<file path="src/rtl/aq_gemac_rx_frame.sv">
// GMII receive framer: strips preamble/SFD, checks CRC-32 and frame length, strips the FCS.
// Build option RX_FCS_PASS_EN: deliver the FCS bytes with the payload instead of stripping them.
module aq_gemac_rx_frame #(
    parameter int unsigned MIN_LEN = 64,
    parameter int unsigned MAX_LEN = 1518
) (
    input  logic        rx_clk,
    input  logic        rst_b,
    input  logic [7:0]  bgmii_rxd,
    input  logic        bgmii_rxe,
    input  logic        bgmii_rxer,
    output logic [7:0]  rx_data,
    output logic        rx_valid,
    output logic        rx_sof,
    output logic        rx_done,
    output logic        rx_crc_err,
    output logic        rx_err,
    output logic [15:0] rx_len
);

    localparam int unsigned CNT_W = 16;
    localparam int unsigned CRC_W = 32;
    localparam int unsigned FCS_N = 4;
    localparam logic [7:0]       PRE_BYTE    = 8'h55;
    localparam logic [7:0]       SFD_BYTE    = 8'hD5;
    localparam logic [CRC_W-1:0] CRC_POLY_R  = 32'hEDB88320;
    localparam logic [CRC_W-1:0] CRC_RESIDUE = 32'hC704DD7B;

    typedef enum logic [1:0] {IDLE, PRE, DATA, DROP} state_e;

    state_e           state_q, state_d;
    logic [CRC_W-1:0] crc_q, crc_d;
    logic [CNT_W-1:0] cnt_q, cnt_d;
    logic             rxer_seen_q, rxer_seen_d;
    logic             ovl_q, ovl_d;
    logic             from_data_q, from_data_d;
    logic [7:0]       rx_data_q, rx_data_d;
    logic             rx_valid_q, rx_valid_d;
    logic             rx_sof_q, rx_sof_d;
    logic             rx_done_q, rx_done_d;
    logic             rx_crc_err_q, rx_crc_err_d;
    logic             rx_err_q, rx_err_d;
    logic [CNT_W-1:0] rx_len_q, rx_len_d;
`ifndef RX_FCS_PASS_EN
    logic [FCS_N-1:0][7:0] dly_q, dly_d;
`endif

    logic             enter_data;
    logic [CNT_W-1:0] stat_len;
    logic             stat_err;
    logic             stat_crc_err;

    // Reflected CRC-32, data consumed LSB first
    function automatic logic [CRC_W-1:0] crc_upd(input logic [CRC_W-1:0] c, input logic [7:0] d);
        logic [CRC_W-1:0] r;
        r = c;
        for (int i = 0; i < 8; i++) begin
            r = (r[0] ^ d[i]) ? ((r >> 1) ^ CRC_POLY_R) : (r >> 1);
        end
        return r;
    endfunction

    function automatic logic [CRC_W-1:0] bit_rev(input logic [CRC_W-1:0] v);
        logic [CRC_W-1:0] r;
        for (int i = 0; i < CRC_W; i++) begin
            r[i] = v[CRC_W-1-i];
        end
        return r;
    endfunction

    // End-of-frame status from the accumulated frame state
`ifdef RX_FCS_PASS_EN
    assign stat_len = cnt_q;
`else
    assign stat_len = (cnt_q < CNT_W'(FCS_N)) ? '0 : cnt_q - CNT_W'(FCS_N);
`endif
    assign stat_err     = rxer_seen_q | ovl_q | (cnt_q < CNT_W'(MIN_LEN));
    assign stat_crc_err = (bit_rev(crc_q) != CRC_RESIDUE);

    always_comb begin
        state_d      = state_q;
        crc_d        = crc_q;
        cnt_d        = cnt_q;
        rxer_seen_d  = rxer_seen_q;
        ovl_d        = ovl_q;
        from_data_d  = from_data_q;
        rx_data_d    = rx_data_q;
        rx_valid_d   = 1'b0;
        rx_sof_d     = 1'b0;
        rx_done_d    = 1'b0;
        rx_crc_err_d = rx_crc_err_q;
        rx_err_d     = rx_err_q;
        rx_len_d     = rx_len_q;
        enter_data   = 1'b0;
`ifndef RX_FCS_PASS_EN
        dly_d        = dly_q;
`endif

        case (state_q)
            IDLE: begin
                if (bgmii_rxe) begin
                    if (bgmii_rxd == PRE_BYTE) begin
                        state_d = PRE;
                    end else if (bgmii_rxd == SFD_BYTE) begin
                        enter_data = 1'b1;
                    end else begin
                        state_d     = DROP;
                        from_data_d = 1'b0;
                    end
                end
            end
            PRE: begin
                if (!bgmii_rxe) begin
                    state_d = IDLE;
                end else if (bgmii_rxd == SFD_BYTE) begin
                    enter_data = 1'b1;
                end else if (bgmii_rxd != PRE_BYTE) begin
                    state_d     = DROP;
                    from_data_d = 1'b0;
                end
            end
            DATA: begin
                if (!bgmii_rxe) begin
                    state_d      = IDLE;
                    rx_done_d    = 1'b1;
                    rx_crc_err_d = stat_crc_err;
                    rx_err_d     = stat_err;
                    rx_len_d     = stat_len;
                end else if (cnt_q == CNT_W'(MAX_LEN)) begin
                    // Byte that would make the count MAX_LEN+1 is discarded uncounted
                    state_d     = DROP;
                    ovl_d       = 1'b1;
                    from_data_d = 1'b1;
                end else begin
                    cnt_d       = (cnt_q == '1) ? cnt_q : cnt_q + CNT_W'(1);
                    crc_d       = crc_upd(crc_q, bgmii_rxd);
                    rxer_seen_d = rxer_seen_q | bgmii_rxer;
`ifdef RX_FCS_PASS_EN
                    rx_data_d  = bgmii_rxd;
                    rx_valid_d = 1'b1;
                    rx_sof_d   = (cnt_q == '0);
`else
                    if (cnt_q >= CNT_W'(FCS_N)) begin
                        rx_data_d  = dly_q[FCS_N-1];
                        rx_valid_d = 1'b1;
                        rx_sof_d   = (cnt_q == CNT_W'(FCS_N));
                    end
                    dly_d = {dly_q[FCS_N-2:0], bgmii_rxd};
`endif
                end
            end
            DROP: begin
                if (!bgmii_rxe) begin
                    state_d     = IDLE;
                    from_data_d = 1'b0;
                    if (from_data_q) begin
                        rx_done_d    = 1'b1;
                        rx_crc_err_d = stat_crc_err;
                        rx_err_d     = stat_err;
                        rx_len_d     = stat_len;
                    end
                end
            end
            default: state_d = IDLE;
        endcase

        if (enter_data) begin
            state_d     = DATA;
            crc_d       = '1;
            cnt_d       = '0;
            rxer_seen_d = 1'b0;
            ovl_d       = 1'b0;
            from_data_d = 1'b0;
        end
    end

    always_ff @(posedge rx_clk or negedge rst_b) begin
        if (!rst_b) begin
            state_q      <= IDLE;
            crc_q        <= '0;
            cnt_q        <= '0;
            rxer_seen_q  <= 1'b0;
            ovl_q        <= 1'b0;
            from_data_q  <= 1'b0;
            rx_data_q    <= '0;
            rx_valid_q   <= 1'b0;
            rx_sof_q     <= 1'b0;
            rx_done_q    <= 1'b0;
            rx_crc_err_q <= 1'b0;
            rx_err_q     <= 1'b0;
            rx_len_q     <= '0;
`ifndef RX_FCS_PASS_EN
            dly_q        <= '0;
`endif
        end else begin
            state_q      <= state_d;
            crc_q        <= crc_d;
            cnt_q        <= cnt_d;
            rxer_seen_q  <= rxer_seen_d;
            ovl_q        <= ovl_d;
            from_data_q  <= from_data_d;
            rx_data_q    <= rx_data_d;
            rx_valid_q   <= rx_valid_d;
            rx_sof_q     <= rx_sof_d;
            rx_done_q    <= rx_done_d;
            rx_crc_err_q <= rx_crc_err_d;
            rx_err_q     <= rx_err_d;
            rx_len_q     <= rx_len_d;
`ifndef RX_FCS_PASS_EN
            dly_q        <= dly_d;
`endif
        end
    end

    assign rx_data    = rx_data_q;
    assign rx_valid   = rx_valid_q;
    assign rx_sof     = rx_sof_q;
    assign rx_done    = rx_done_q;
    assign rx_crc_err = rx_crc_err_q;
    assign rx_err     = rx_err_q;
    assign rx_len     = rx_len_q;

endmodule

</file>
<file path="config.mk">
export PLATFORM = sky130hd
export DESIGN_NAME = aq_gemac_rx_frame
export DESIGN_NICKNAME = d
export VERILOG_FILES = /design/src/rtl/aq_gemac_rx_frame.sv
export SDC_FILE = /design/constraint.sdc
export NUM_CORES = 1
export LEC_CHECK = 0
export ABC_CLOCK_PERIOD_IN_PS = 2640
export BUFFER_PORTS_ARGS = -buffer_cell sky130_fd_sc_hd__buf_2
export CORE_ASPECT_RATIO = 1.1
export CORE_MARGIN = 2
export CORE_UTILIZATION = 56
export DETAILED_ROUTE_END_ITERATION = 16
export GPL_TIMING_DRIVEN = 0
export PLACE_DENSITY_LB_ADDON = 0.25
export SLEW_MARGIN = 20
export SYNTH_ARGS = -nofsm -noshare
export SYNTH_HDL_FRONTEND = slang
export SYNTH_SLANG_ARGS = --single-unit
export TNS_END_PERCENT = 50
</file>
<file path="constraint.sdc">
create_clock -name rx_clk -period 2.64 [get_ports rx_clk]
set_clock_uncertainty 0.15 [all_clocks]
set_input_delay 0.396 -clock rx_clk [delete_from_list [all_inputs] [get_ports rx_clk]]
set_output_delay 0.396 -clock rx_clk [all_outputs]
set_load 0.02 [all_outputs]
</file>
==> reports/metrics.yaml, run 1 <==
pwr:
  clkPwrFrac_pct: 22.2
  power.leakage_nw: 3.08
  power.total_mw: 10.6
  p_seq_share_pct: 28.4
  p_int_mw: 6.41
  peakVddDrop_mv: 1.30
  swShare_pct: 39.6
  p_switching_mw: 4.20
  p_per_area_nw_per_um2: 1510
  pwr-share-comb_pct: 49.4
worst_setup_path:
  path_max_fanout: 10
  cpMaxStageDelayCell: "clkbuf_1"
  r2r_start: "state_q[0]$_DFFE_PN0P_"
  startpoint_type: "flop"
  max_stage_delay_ps: 450
  cp.required_ps: 2760
  crit_chain: "inv_1, ha_1, nor2_1, or2_0, clkbuf_1, and3_1, clkbuf_1, clkbuf_1, a21oi_1"
  crit_arrival_ps: 2690
  end_kind: "flop"
  timing.critical_path.to: "crc_q[11]$_DFFE_PN0P_"
  r2r_slack_ps: 70
  reg2reg_depth: 9
  crit_start: "state_q[0]$_DFFE_PN0P_"
  critPathMostFrequentCell: "clkbuf_1"
  crit_type: "flop to flop"
  timing.rr.end: "crc_q[11]$_DFFE_PN0P_"
clock_tree:
  insertion_delay_ps: 410
  clock_path_buffers: 2
  cts_tree: "built"
  htree_num_levels: 4
  post_cts_buffers: 0
  clkSinkCount: 114
  clk_pin_slew_worst_paths_ps: 60
  cts-buffers-inserted: 17
  cts_root_buffer: "clkbuf_16"
yosys:
  synthFlopType: "dfrtp_1"
  synth_fp_nets: 575
  synth.avg_cell_area_um2: 10.7
  synthDistinctLibCells: 51
  synth_cells: 552
  synth-async-reset-ratio_pct: 100
  yosysTopAreaCell: "dfrtp_1"
  ys_ff_latch: 114
  synth_seq_area_share_pct: 48.4
  yosysTopAreaCellShare_pct: 48.4
  syn_area_um2: 5900
  yosys_warnings: 0
  synth_edf_count: 0
  synth_area_leaders: "dfrtp_1 (48%), mux2_2 (7.8%), xnor2_1 (7.6%)"
placed_design:
  gp_congestion: 0.901
  pre_cts_ws_ps: -194
  numPortBuffers: 39
  dp_hpwl_mm: 8.99
final_layout:
  fillers: 803
  multi_input_comb_area_um2: 2970
  postLayoutCoreUtil_pct: 67.7
  fin_nets: 634
  regArea_um2: 2850
  final_layout_size_suffix_gt1_share_pct: 23.7
  antenna-diode-count: 0
  area_delta_synth_final_pct: 18.8
run:
  cap_violations: 0
floorplanning:
  die_x_um: 102
  fp.dieArea_um2: 11400
  io_pins: 41
  start_util_pct: 57.0
  coreArea_um2: 10300
  row_count: 39
  die_h_um: 112
route:
  dr.pass1.iters: 5
  drc: 0
  drt_first_iter_violations: 287
  wl_mm: 12.8
  ant_nets: 0
  vias: 4364
  wl_per_cell_um: 16.7
  via_per_inst: 5.69
sta:
  worstMarginPinSlew_ps: 856
  finalCritPeriodShare_pct: 97.3
  period_minus_slack_ps: 2570
  report.final.slew_viol_count: 0
  max-slew-margin-rel_pct: 42.5
  hold_violations: 0
  setup_ws_ps: 71.3
  finalSetupViolCount: 0
  rsz0062_at_grt: "true"
  timing.fmax_mhz: 389
global_route:
  grt_max_degree: 77
  antenna_found_initial: 0
  first_global_vias: 4378
  grt-ovfl-total: 0
  track_usage_pct: 24.7
  grt_first_pass_wirelength_mm: 21.8
worst_hold_path:
  hold_path.class: "input pin to flop"
  hp-start: "bgmii_rxer"
run_status:
  status: "finished, final reports clean"
[metal layers]
| metal | global-route usage, % | vias up | share of wire (%) |
|---|---|---|---|
| li1 | - | 2052 | - |
| met1 | 32.4 | 2164 | 43 |
| met2 | 39.8 | 126 | 50 |
| met3 | 5.96 | 22 | 5.1 |
| met4 | 8.89 | 0 | 1.9 |
| met5 | 0 | - | 0 |
[Yosys cell counts, drive strengths merged, types with 10 or more instances]
cell type,n
nor2,52
nand2,42
dfrtp,114
o31ai,13
xor2,25
clkbuf,15
ha,11
buf,11
xnor2,55
o21ai,20
inv,10
nand3,10
mux2,41
a21oi,46
[layout make-up]
class / instances / area share [%]
Clock buffer: 18 / 6.27
Tap cell: 143 / 2.55
Sequential cell: 114 / 40.7
Multi-Input combinational cell: 402 / 42.4
Inverter: 10 / 0.536
Clock inverter: 14 / 2.55
Buffer: 25 / 1.59
Timing Repair Buffer: 41 / 3.41
[timing repair]
action / CTS / global route
setup endpoints to repair: 48 / 74
resized for setup: 5 / 13
pin swaps: 0 / 1
hold buffers: 1 / 0
endpoints found under the hold margin: 38 / 0
[critical path, delay by kind of cell (launching register included)]
kind	cells	cell delay (ps)
adder cells (fa/ha/maj)	1	230
flip-flops	1	410
AO/OA/AOI/OAI	1	130
AND/OR/NAND/NOR	3	500
buffers and inverters	4	1030
[logic make-up (layout without fill, tap and decap cells)]
family	count (synthesis)	in the layout	synth area share, %
adder cells (fa/ha/maj)	11	11	2.33
flip-flops	114	114	48.4
AO/OA/AOI/OAI	102	102	10.3
multiplexers	46	46	8.68
AND/OR/NAND/NOR	162	162	13.7
XOR/XNOR	81	81	14.1
buffers and inverters	36	108	2.50
[how the worst min path moves through the flow]
stage / to / slack [ps] / cells after the start
after CTS: rxer_seen_q$_DFFE_PN0P_ / 100 / 3
after detailed placement: rx_data[4]$_DFFE_PN0P_ / 180 / 1
after global routing: dly_q[4]$_DFFE_PN0P_ / 120 / 2
after floorplan: cnt_q[0]$_DFFE_PN0P_ / -50 / 0
after global placement: rx_len[5]$_DFFE_PN0P_ / 310 / 1
final: rxer_seen_q$_DFFE_PN0P_ / 100 / 3
[power groups by stage]
stage,Clock [mW],Combinational (mW),Sequential (mW)
after floorplan,0,3.98,3.07
after global placement,0,5.02,2.98
after detailed placement,0,5.14,3.03
after CTS,2.39,5.21,3.00
after global routing,2.48,5.80,3.11
final,2.36,5.24,3.01
[per-stage QoR]
stage	std cells	hold slack, ps	instance area [um2]	setup TNS, ps
5_1_grt	767	123	7010	-457
3_3_place_gp	734	306	6270	-35260
4_1_cts	768	102	6960	0
3_5_place_dp	735	178	6300	-8630
2_1_floorplan	552	-49.6	5900	0
6_report	767	103	7010	0
[cell usage in the layout (no fill, tap or decap), types with 9 or more instances in the layout]
cell         n
dfrtp_1    114
nor2_1      51
xnor2_1     49
buf_2       47
a21oi_1     46
nand2_1     42
mux2_2      41
xor2_1      22
o21ai_0     19
clkbuf_16   17
o31ai_1     13
clkbuf_1    12
ha_1        11
nand3_1     10
inv_1        9
or4_1        9
[registers in the layout, indices dropped and copies added (netlist names)]
register,flops
rx_err,1
rx_data,8
state_q,2
rxer_seen_q,1
cnt_q,16
rx_done,1
rx_valid,1
rx_sof,1
rx_crc_err,1
crc_q,32
dly_q,32
rx_len,16
ovl_q,1
from_data_q,1
Note: power is estimated with default switching activity, not from simulation.
==> inputs of run 2 (changes only) <==
--- a/config.mk
+++ b/config.mk
@@ -13,5 +13,5 @@
 export DETAILED_ROUTE_END_ITERATION = 16
 export GPL_TIMING_DRIVEN = 0
-export PLACE_DENSITY_LB_ADDON = 0.25
+export PLACE_DENSITY_LB_ADDON = 0.12
 export SLEW_MARGIN = 20
 export SYNTH_ARGS = -nofsm -noshare
--- a/constraint.sdc
+++ b/constraint.sdc
@@ -3,3 +3,3 @@
 set_input_delay 0.396 -clock rx_clk [delete_from_list [all_inputs] [get_ports rx_clk]]
 set_output_delay 0.396 -clock rx_clk [all_outputs]
-set_load 0.02 [all_outputs]
+set_load 0.01 [all_outputs]
==> run 2 against run 1 <==
- clock-buffer cell count unchanged
- sequential cell count stayed put
- combinational power is 2% lower
- power decreased by 0.21%
- die area stayed put
- critical endpoint is now dly_q[18]$_DFFE_PN0P_
- global-route usage up 0.13 points
==> reports/metrics.yaml, run 2 (synthesis gave the netlist of run 1 again) <==
sta:
  finalSetupViolCount: 0  # unchanged
  fin_setup_tns_ps: 0  # unchanged
  rsz0062_at_grt: "true"
  worstMarginPinSlew_ps: 976  # +120 ps
  period_minus_slack_ps: 2490  # -82.8 ps
  report.final.slew_viol_count: 0  # unchanged
  hold_violations: 0  # unchanged
  finalCritPeriodShare_pct: 94.2  # -3.1 points
  setup_ws_ps: 154  # +82.8 ps
  max-slew-margin-rel_pct: 34.3  # -8.2 points
  timing.fmax_mhz: 402  # +3.3%
clock_tree:
  htree_num_levels: 4  # unchanged
  insertion_delay_ps: 410  # about the same
  post_cts_buffers: 0  # unchanged
  cts-buffers-inserted: 17  # unchanged
  clkSinkCount: 114  # unchanged
  clk_pin_slew_worst_paths_ps: 50  # about the same
  cts_root_buffer: "clkbuf_16"
  cts_tree: "built"
  clock_path_buffers: 2  # unchanged
global_route:
  track_usage_pct: 24.8  # +0.13 points
  first_global_vias: 4311  # -1.5%
  grt-ovfl-total: 0  # unchanged
  grt_first_pass_wirelength_mm: 21.7  # -0.70%
  antenna_found_initial: 0  # unchanged
  grt_max_degree: 73  # -5.2%
route:
  wl_per_cell_um: 16.7  # +0.14%
  wl_mm: 12.8  # about the same
  ant_nets: 0  # unchanged
  via_per_inst: 5.57  # -2.1%
  drc: 0  # unchanged
  dr.pass1.iters: 5  # unchanged
  drt_first_iter_violations: 241  # -16%
  vias: 4268  # -2.2%
final_layout:
  antenna-diode-count: 0  # unchanged
  reg.largest.list: "crc_q x32, dly_q x32"
  fin_area_um2: 7040  # +0.45%
  layout_commonest_cell: "dfrtp_1"
  final_layout_size_suffix_gt1_share_pct: 24.1  # +0.36 points
  fillers: 812  # +1.1%
  fin_nets: 634  # unchanged
  regArea_um2: 2850  # unchanged
  area_delta_synth_final_pct: 19.4
  layout_common_cells: "dfrtp_1 (114), nor2_1 (51), xnor2_1 (49), a21oi_1 (46), buf_2 (46)"
  multi_input_comb_area_um2: 2970  # +0.13%
  fin_cells: 766  # -0.13%
worst_setup_path:
  startpoint_type: "flop"
  end_kind: "flop"
  crit_chain: "nor4_4, nor2b_4, a21oi_1, nand2_1, buf_2, mux2_2"
  cpMaxStageDelayCell: "dfrtp_1"
  cp.required_ps: 2790  # +30 ps
  max_stage_delay_ps: 470  # +20 ps
  path_max_fanout: 10  # unchanged
  crit_arrival_ps: 2630  # -60 ps
  crit_type: "flop to flop"
floorplanning:
  start_util_pct: 57.0  # unchanged
  fp.dieArea_um2: 11400  # unchanged
  die_h_um: 112  # unchanged
  io_pins: 41  # unchanged
  row_count: 39  # unchanged
  die_x_um: 102  # unchanged
  coreArea_um2: 10300  # unchanged
placed_design:
  placed_area_um2: 6300  # unchanged
  numPortBuffers: 39  # unchanged
  gp_congestion: 0.892  # -1.1%
  dpl.cell_count: 735  # unchanged
  dp_hpwl_mm: 9.23  # +2.6%
  pre_cts_ws_ps: -254  # -60.3 ps
pwr:
  power.leakage_nw: 3.10  # +0.70%
  p_per_area_nw_per_um2: 1500  # -0.65%
  peakVddDrop_mv: 1.55  # +19%
worst_hold_path:
  hold_path.class: "input pin to flop"
run:
  cap_violations: 0  # unchanged
run_status:
  status: "finished, final reports clean"
## run 2: changes by cell type in the layout (fill, tap and decap cells not counted), moves of 2 or more
cell,delta
bufinv_16,+2
clkbuf_1,-3
clkbuf_2,+4
clkinv_4,-3
## run 2: cell type report
type | count | area share, %
multi-input combinational | 402 | 42.2
sequential | 114 | 40.5
clock buffer | 18 | 6.10
timing repair buffer | 41 | 3.40
clock inverter | 13 | 2.97
tap | 143 | 2.54
buffer | 25 | 1.69
inverter | 10 | 0.533
## run 2: critical path: cells and delay by family, from the launching register on
family / cells / cell delay [ps]
compound gates: 1 / 110
buf+inv: 1 / 330
flops: 1 / 470
mux: 1 / 360
simple gates: 3 / 940
## run 2: repair_timing
action / in CTS / in global routing
endpoints found under the setup margin: 48 / 86
hold buffers: 1 / 0
endpoints found under the hold margin: 42 / 0
pin swaps: 0 / 1
resized for setup: 5 / 24
## run 2: where the power goes
part	internal, mW	switching, mW	total (mW)
Sequential	2.48	0.533	3.01
Clock	1.67	0.799	2.47
Combinational	2.42	2.69	5.11
## run 2: path summary, 6_finish.rpt
| kind | start | endpoint | slack, ps | cells past startpoint |
|---|---|---|---|---|
| max | cnt_q[13]$_DFFE_PN0P_ | dly_q[18]$_DFFE_PN0P_ | 150 | 6 |
| min | bgmii_rxer | rxer_seen_q$_DFFE_PN0P_ | 70 | 3 |
| max reg2reg | cnt_q[13]$_DFFE_PN0P_ | dly_q[18]$_DFFE_PN0P_ | 150 | 6 |
| min reg2reg | rx_len[4]$_DFFE_PN0P_ | rx_len[4]$_DFFE_PN0P_ | 320 | 2 |
| max in group asynchronous | rst_b | ovl_q$_DFFE_PN0P_ | 1350 | 3 |
| min in group asynchronous | rst_b | rx_data[4]$_DFFE_PN0P_ | 320 | 2 |
## run 2: per-layer routing
layer  part of all wire [%]  routed length (um)  track usage (%)  up-vias
met5                      0                   0                0        -
li1                       -                   -                -     2053
met2                     49                6290             39.4      115
met4                    1.7                 223             8.98        0
met3                    4.6                 592             6.15       16
met1                     45                5720             33.0     2084
## run 2: per-stage QoR
stage	hold WS, ps	util [%]	power (mW)
5_1_grt	84.5	68.0	11.4
2_1_floorplan	-49.6	-	6.94
6_report	68.9	68.0	10.6
4_1_cts	64.7	67.4	10.6
3_3_place_gp	308	60.6	7.89
3_5_place_dp	197	60.9	8.07
